==> src/rtl/hazard_unit_sb.sv <==
// Hazard control for the 5-stage core: forwarding, load-use and mispredict handling,
// plus a register scoreboard tracking in-flight multi-cycle results.
module hazard_unit_sb #(
    parameter int REG_ADDR_W  = 5,
    parameter int MC_MAX_OUT  = 2,
    parameter int STALL_CNT_W = 16
) (
    input  logic                    i_clk,
    input  logic                    i_arstn,
    input  logic [REG_ADDR_W-1:0]   i_rs1_addr_dec,
    input  logic [REG_ADDR_W-1:0]   i_rs2_addr_dec,
    input  logic [REG_ADDR_W-1:0]   i_rd_addr_dec,
    input  logic [REG_ADDR_W-1:0]   i_rs1_addr_exec,
    input  logic [REG_ADDR_W-1:0]   i_rs2_addr_exec,
    input  logic [REG_ADDR_W-1:0]   i_rd_addr_exec,
    input  logic [REG_ADDR_W-1:0]   i_rd_addr_mem,
    input  logic [REG_ADDR_W-1:0]   i_rd_addr_wb,
    input  logic                    i_reg_we_mem,
    input  logic                    i_reg_we_wb,
    input  logic                    i_load_instr_exec,
    input  logic                    i_branch_mispred_exec,
    input  logic                    i_stall_cache,
    input  logic                    i_mc_instr_dec,
    input  logic                    i_mc_issue_exec,
    input  logic                    i_mc_done,
    input  logic [REG_ADDR_W-1:0]   i_mc_done_rd,
    output logic                    o_stall_fetch,
    output logic                    o_stall_dec,
    output logic                    o_stall_exec,
    output logic                    o_stall_mem,
    output logic                    o_flush_dec,
    output logic                    o_flush_exec,
    output logic [1:0]              o_forward_rs1,
    output logic [1:0]              o_forward_rs2,
    output logic [2**REG_ADDR_W-1:0] o_mc_busy,
    output logic                    o_mc_full,
    output logic                    o_sb_err,
    output logic [STALL_CNT_W-1:0]  o_stall_cnt
);

    localparam int NREG  = 2**REG_ADDR_W;
    localparam int CNT_W = $clog2(MC_MAX_OUT + 1);

    localparam logic [REG_ADDR_W-1:0]  ADDR_ZERO = {REG_ADDR_W{1'b0}};
    localparam logic [NREG-1:0]        VEC_ZERO  = {NREG{1'b0}};
    localparam logic [NREG-1:0]        VEC_ONE   = {{(NREG-1){1'b0}}, 1'b1};
    localparam logic [CNT_W-1:0]       CNT_ZERO  = {CNT_W{1'b0}};
    localparam logic [CNT_W-1:0]       CNT_ONE   = CNT_W'(1'b1);
    localparam logic [CNT_W-1:0]       CNT_MAX   = CNT_W'(MC_MAX_OUT);
    localparam logic [STALL_CNT_W-1:0] SC_ZERO   = {STALL_CNT_W{1'b0}};
    localparam logic [STALL_CNT_W-1:0] SC_ONE    = STALL_CNT_W'(1'b1);
    localparam logic [STALL_CNT_W-1:0] SC_MAX    = {STALL_CNT_W{1'b1}};

    logic [NREG-1:0]        r_busy;
    logic [CNT_W-1:0]       r_cnt;
    logic                   r_sb_err;
    logic [STALL_CNT_W-1:0] r_stall_cnt;

    logic                   w_issue_eff;
    logic                   w_ld_stall;
    logic                   w_sb_stall;
    logic                   w_mc_full;
    logic                   w_front_stall;
    logic                   w_done_ok;
    logic                   w_issue_ok;
    logic                   w_err_evt;
    logic [NREG-1:0]        w_set_mask;
    logic [NREG-1:0]        w_clr_mask;
    logic [NREG-1:0]        w_busy_nxt;
    logic [CNT_W-1:0]       w_cnt_nxt;

    function automatic logic [1:0] fwd_sel(
        input logic [REG_ADDR_W-1:0] rs,
        input logic [REG_ADDR_W-1:0] rd_mem,
        input logic                  we_mem,
        input logic [REG_ADDR_W-1:0] rd_wb,
        input logic                  we_wb
    );
        logic [1:0] sel;
        sel = 2'b00;
        if (rs != ADDR_ZERO && we_mem && rs == rd_mem) begin
            sel = 2'b10;
        end else if (rs != ADDR_ZERO && we_wb && rs == rd_wb) begin
            sel = 2'b01;
        end else begin
            sel = 2'b00;
        end
        return sel;
    endfunction

    // A DEC register is hazardous if busy now or being claimed by this cycle's issue.
    function automatic logic reg_hazard(
        input logic [REG_ADDR_W-1:0] r,
        input logic [NREG-1:0]       busy,
        input logic                  issue,
        input logic [REG_ADDR_W-1:0] rd_exec
    );
        return (r != ADDR_ZERO) && (busy[r] || (issue && r == rd_exec));
    endfunction

    assign o_forward_rs1 = fwd_sel(i_rs1_addr_exec, i_rd_addr_mem, i_reg_we_mem, i_rd_addr_wb, i_reg_we_wb);
    assign o_forward_rs2 = fwd_sel(i_rs2_addr_exec, i_rd_addr_mem, i_reg_we_mem, i_rd_addr_wb, i_reg_we_wb);

    assign w_issue_eff = i_mc_issue_exec & ~i_stall_cache & (i_rd_addr_exec != ADDR_ZERO);
    assign w_mc_full   = (r_cnt == CNT_MAX);

    assign w_ld_stall = i_load_instr_exec & (i_rd_addr_exec != ADDR_ZERO) &
                        ((i_rs1_addr_dec == i_rd_addr_exec) | (i_rs2_addr_dec == i_rd_addr_exec));

    assign w_sb_stall = reg_hazard(i_rs1_addr_dec, r_busy, w_issue_eff, i_rd_addr_exec) |
                        reg_hazard(i_rs2_addr_dec, r_busy, w_issue_eff, i_rd_addr_exec) |
                        reg_hazard(i_rd_addr_dec,  r_busy, w_issue_eff, i_rd_addr_exec) |
                        (i_mc_instr_dec & w_mc_full);

    assign w_front_stall = w_ld_stall | w_sb_stall | i_stall_cache;
    assign o_stall_fetch = w_front_stall;
    assign o_stall_dec   = w_front_stall;
    assign o_stall_exec  = i_stall_cache;
    assign o_stall_mem   = i_stall_cache;
    assign o_flush_dec   = i_branch_mispred_exec & ~i_stall_cache;
    assign o_flush_exec  = ((w_ld_stall | w_sb_stall) & ~i_stall_cache) | o_flush_dec;

    // A retire that frees a slot (or the very register) lets a same-cycle issue through.
    assign w_done_ok  = i_mc_done & (r_cnt != CNT_ZERO) & r_busy[i_mc_done_rd];
    assign w_issue_ok = w_issue_eff & (~w_mc_full | w_done_ok) &
                        (~r_busy[i_rd_addr_exec] | (w_done_ok & (i_mc_done_rd == i_rd_addr_exec)));
    assign w_err_evt  = (i_mc_done & ~w_done_ok) | (w_issue_eff & ~w_issue_ok);

    assign w_clr_mask = w_done_ok  ? (VEC_ONE << i_mc_done_rd)   : VEC_ZERO;
    assign w_set_mask = w_issue_ok ? (VEC_ONE << i_rd_addr_exec) : VEC_ZERO;
    assign w_busy_nxt = ((r_busy & ~w_clr_mask) | w_set_mask) & ~VEC_ONE;

    // Outstanding-operation count next value.
    always_comb begin
        w_cnt_nxt = r_cnt;
        case ({w_issue_ok, w_done_ok})
            2'b10:   w_cnt_nxt = r_cnt + CNT_ONE;
            2'b01:   w_cnt_nxt = r_cnt - CNT_ONE;
            default: w_cnt_nxt = r_cnt;
        endcase
    end

    // Scoreboard, count and sticky error state.
    always_ff @(posedge i_clk or negedge i_arstn) begin
        if (!i_arstn) begin
            r_busy   <= VEC_ZERO;
            r_cnt    <= CNT_ZERO;
            r_sb_err <= 1'b0;
        end else begin
            r_busy   <= w_busy_nxt;
            r_cnt    <= w_cnt_nxt;
            r_sb_err <= r_sb_err | w_err_evt;
        end
    end

    // Saturating count of cycles the front end is held.
    always_ff @(posedge i_clk or negedge i_arstn) begin
        if (!i_arstn) begin
            r_stall_cnt <= SC_ZERO;
        end else if (w_front_stall && r_stall_cnt != SC_MAX) begin
            r_stall_cnt <= r_stall_cnt + SC_ONE;
        end
    end

    assign o_mc_busy   = r_busy;
    assign o_mc_full   = w_mc_full;
    assign o_sb_err    = r_sb_err;
    assign o_stall_cnt = r_stall_cnt;

endmodule
==> config.mk <==
export PLATFORM = sky130hd
export DESIGN_NAME = hazard_unit_sb
export DESIGN_NICKNAME = d
export VERILOG_FILES = /design/src/rtl/hazard_unit_sb.sv
export SDC_FILE = /design/constraint.sdc
export NUM_CORES = 1
export LEC_CHECK = 0
export CAP_MARGIN = 20
export CORE_ASPECT_RATIO = 1.2
export CORE_UTILIZATION = 40
export DETAILED_ROUTE_END_ITERATION = 12
export PLACE_DENSITY = 0.82
export SETUP_SLACK_MARGIN = 0.05
export SYNTH_ARGS = -nofsm -noshare
export SYNTH_HDL_FRONTEND = slang
export SYNTH_SLANG_ARGS = --single-unit
==> constraint.sdc <==
create_clock -name i_clk -period 3.5 [get_ports i_clk]
set_input_delay 0.525 -clock i_clk [delete_from_list [all_inputs] [get_ports i_clk]]
set_output_delay 0.525 -clock i_clk [all_outputs]
set_load 0.1 [all_outputs]
==> metrics <==
Hold/Removal Path Class=input port to async pin; post-synthesis xor/xnor area fraction=11.0%; Worst-path clk slew=0.06 ns; vias in the first global route=~4400; CTS max path bufs=2; timing startpoint of the critical path=i_rs1_addr_dec[2]; Slew HR=roughly a third; n_diodes=0; Non-Filler Instances=between 700 and 800; Clk Latency, worst-skew pair=slightly below 0.3 ns; CTS H-tree lvls=2; die area=roughly 11000 µm²; Synth async-reset ratio=100%; global-route wire length before repair=about 23000 µm; I/O Buffers=113; DRC Markers=0; Gate power share=a little over three fifths; Clock Sink Count=50; Yosys reg bits=50; flop2flop setup slack=about 0.34 ns; antenna viol nets, final=0; Cells after Synth=around 430; clock period minus worst slack=between 3 and 4 ns; largest net degree at the start of global routing=around 50; Flop pwr share=roughly a quarter; number of unique standard cell types used by synthesis=55; Post-synth EDFFs=0; Net Switching=between 2000 and 2500 µW; total CTS buffers=5; CTS tree=yes; CP Capture Point=o_stall_fetch; antenna violations before repair=0; dpl hpwl=11000 µm; R2R cell count=11; Slew @ Worst Pin=roughly 0.99 ns; final wirelength=~15000 µm; Critical-path top delay cell=mux4_2; Final nets=roughly 640; Setup violations, final=0; top-area cell type share of the netlist area=between 20% and 30%; leading area contributor after synthesis=dfrtp_1; Max Slew Vio Count=0; WP data arrival=around 2.9 ns; initial core utilization=roughly 42%; Cells after DPL=roughly 690; CP Capture Type=primary output; critical setup path kind=input port to primary output; die width=about 96 µm; VDD IR max=between 0.0008 and 0.0009 V; P per Cell Area=about 690 nW/µm²; vias per cell=around 6.3; Sw Ratio=55.5%; R2R Path Start=o_mc_busy[11]; Area contributors post-synth=dfrtp_1, mux4_2, xnor2_1, o21ai_0, mux2i_1; period utilization=96.6%; P_int=~1900 µW; Critical Path Source Type=input port; Total GRT Usage=roughly 28%; Max Freq=0.296 GHz; Critical Path RT=approximately 3.0 ns; Post-Synth Simple-Gate Area=approximately 18%; post-detailed-route wirelength per cell=around 21 µm; sequential area share after synthesis=29.6%; main combinational cell family by area after synthesis=multiplexers; max-cap viol count=0; Post-Synth Adder-Cell Area=less than 1%; Synth Area in Compound Gates=14.0%; worst path cell trace=dlygate4sd2_1 > buf_6 > mux4_2 > mux4_2 > nor2b_2 > o31ai_2 > or4_4 > buf_6 > buf_12; Total Power=roughly 4300 µW; row cnt=40; Layout Skew=0.00814 ns; yosys warns=0; syn avg cell area=9.77 µm²; Syn Std Cell Area=roughly 4200 µm²; initial DRC count=about 460; fraction of layout cells with a size suffix above 1=27.5%; Die Ht=115 µm; detailed-route via count=roughly 4500; main flop type after synthesis=dfrtp_1; worst hold slack=0.0929 ns; io pins=around 120; critical-path maximum fanout=6; hold buffer count at CTS=0; Final Hold Fails=0; 1st-pass router iterations=6; RSZ-0062 raised after global routing=no; GR Overflow Total=0; reg2reg end=o_stall_cnt[14]; Clk pwr share=about 11%; synth-to-layout area growth=47.1%; clock root buffer=clkbuf_16; slowest cell delay on critical path=roughly 0.50 ns; core area=slightly above 10000 µm²; status=finished, final reports clean; GP Congestion=approximately 1; Post-Syn Nets=a little under 500; static leakage=around 0.0024 µW; mux contribution to synthesized area=approximately 23%
## per-layer routing
| metal | up-vias | part of all wire [%] | track usage (%) |
|---|---|---|---|
| met3 | 70 | 12 | 5.38 |
| met2 | 355 | 48 | 45.8 |
| met1 | 2134 | 36 | 34.8 |
| li1 | 1922 | - | - |
| met4 | 0 | 4.5 | 12.6 |
| met5 | - | 0 | 0 |
## critical path, delay by kind of cell
family | cells | cell delay [ns]
multiplexers | 2 | 0.99
AND/OR/NAND/NOR | 2 | 0.57
buffers and inverters | 4 | 0.68
AO/OA/AOI/OAI | 1 | 0.09
## Yosys cell counts (all sizes together) (7+ instances only)
| cell | instances |
|---|---|
| nor2 | 15 |
| nand2b | 9 |
| nand2 | 26 |
| a21oi | 15 |
| dfrtp | 50 |
| xnor2 | 41 |
| mux2 | 10 |
| o21ai | 66 |
| clkbuf | 13 |
| nand4 | 12 |
| xor2 | 12 |
| buf | 16 |
| nand3 | 17 |
| nand3b | 7 |
| nor2b | 9 |
| mux2i | 16 |
| mux4 | 31 |
| and3 | 10 |
## how the worst min path moves through the flow
stage	cells after the start	startpoint	endpoint
final	1	i_arstn	o_mc_busy[21]
after CTS	1	i_arstn	o_stall_cnt[0]
after detailed placement	1	o_stall_cnt[6]	o_stall_cnt[6]
after global placement	1	o_stall_cnt[6]	o_stall_cnt[6]
after global routing	1	i_arstn	o_mc_busy[23]
after floorplan	0	i_arstn	o_mc_busy[10]
## cell usage in the layout (no fill, tap or decap), types with 14 or more instances in the layout
| master | count |
|---|---|
| o21ai_0 | 66 |
| a21oi_1 | 14 |
| clkdlybuf4s50_1 | 95 |
| dfrtp_1 | 31 |
| mux4_2 | 31 |
| dfrtp_2 | 19 |
| buf_4 | 54 |
| xnor2_1 | 41 |
| nand2_1 | 25 |
| nor2_1 | 15 |
| mux2i_1 | 14 |
## cell type report
type | instances | area [µm²]
multi-input combinational | 348 | 2940
timing repair buffer | 170 | 1680
tap | 126 | 158
clock inverter | 2 | 13.8
fill | 851 | 3950
sequential | 50 | 1270
clock buffer | 6 | 129
inverter | 5 | 18.8
## cells by family (layout without fill, tap and decap cells)
kind of cell               Yosys count  after routing
and+or+nand+nor                    131            131
AOI/OAI and AO/OA                  104            104
muxes                               57             57
xor gates and xnor gates            53             53
DFF                                 50             50
buffers and inverters               34            183
adders and majority gates            2              2
other                                1              1
## metrics by stage
step / util (%) / worst slack, ns / instance area, µm² / TNS, ns
final: 61.1 / 0.117 / 6210 / 0
after global routing: 61.1 / 0.0502 / 6210 / 0
after CTS: 60.0 / 0.0523 / 6090 / 0
after detailed placement: 58.2 / -0.345 / 5920 / -3.16
after global placement: 58.2 / -0.265 / 5920 / -2.00
after floorplan: - / 0.0543 / 4320 / 0
## registers in the layout, summed over array words and instances (netlist names)
name / flops
o_sb_err: 1
o_stall_cnt: 16
o_mc_busy: 31
r_cnt: 2
## power by group through the flow
stage                     clock [µW]  combinational [µW]  sequential [µW]
after global routing             511                2760             1130
after floorplan                    0                 776             2080
after detailed placement           0                2610             1090
final                            478                2660             1120
after global placement             0                2570             1080
after CTS                        486                2630             1090
## repair_timing
action	CTS	global route
endpoints found under the hold margin	0	0
pin swaps	3	3
gates resized for setup	10	14
setup endpoints to repair	6	7
setup buffers	1	4
Note: power is estimated with default switching activity, not from simulation.
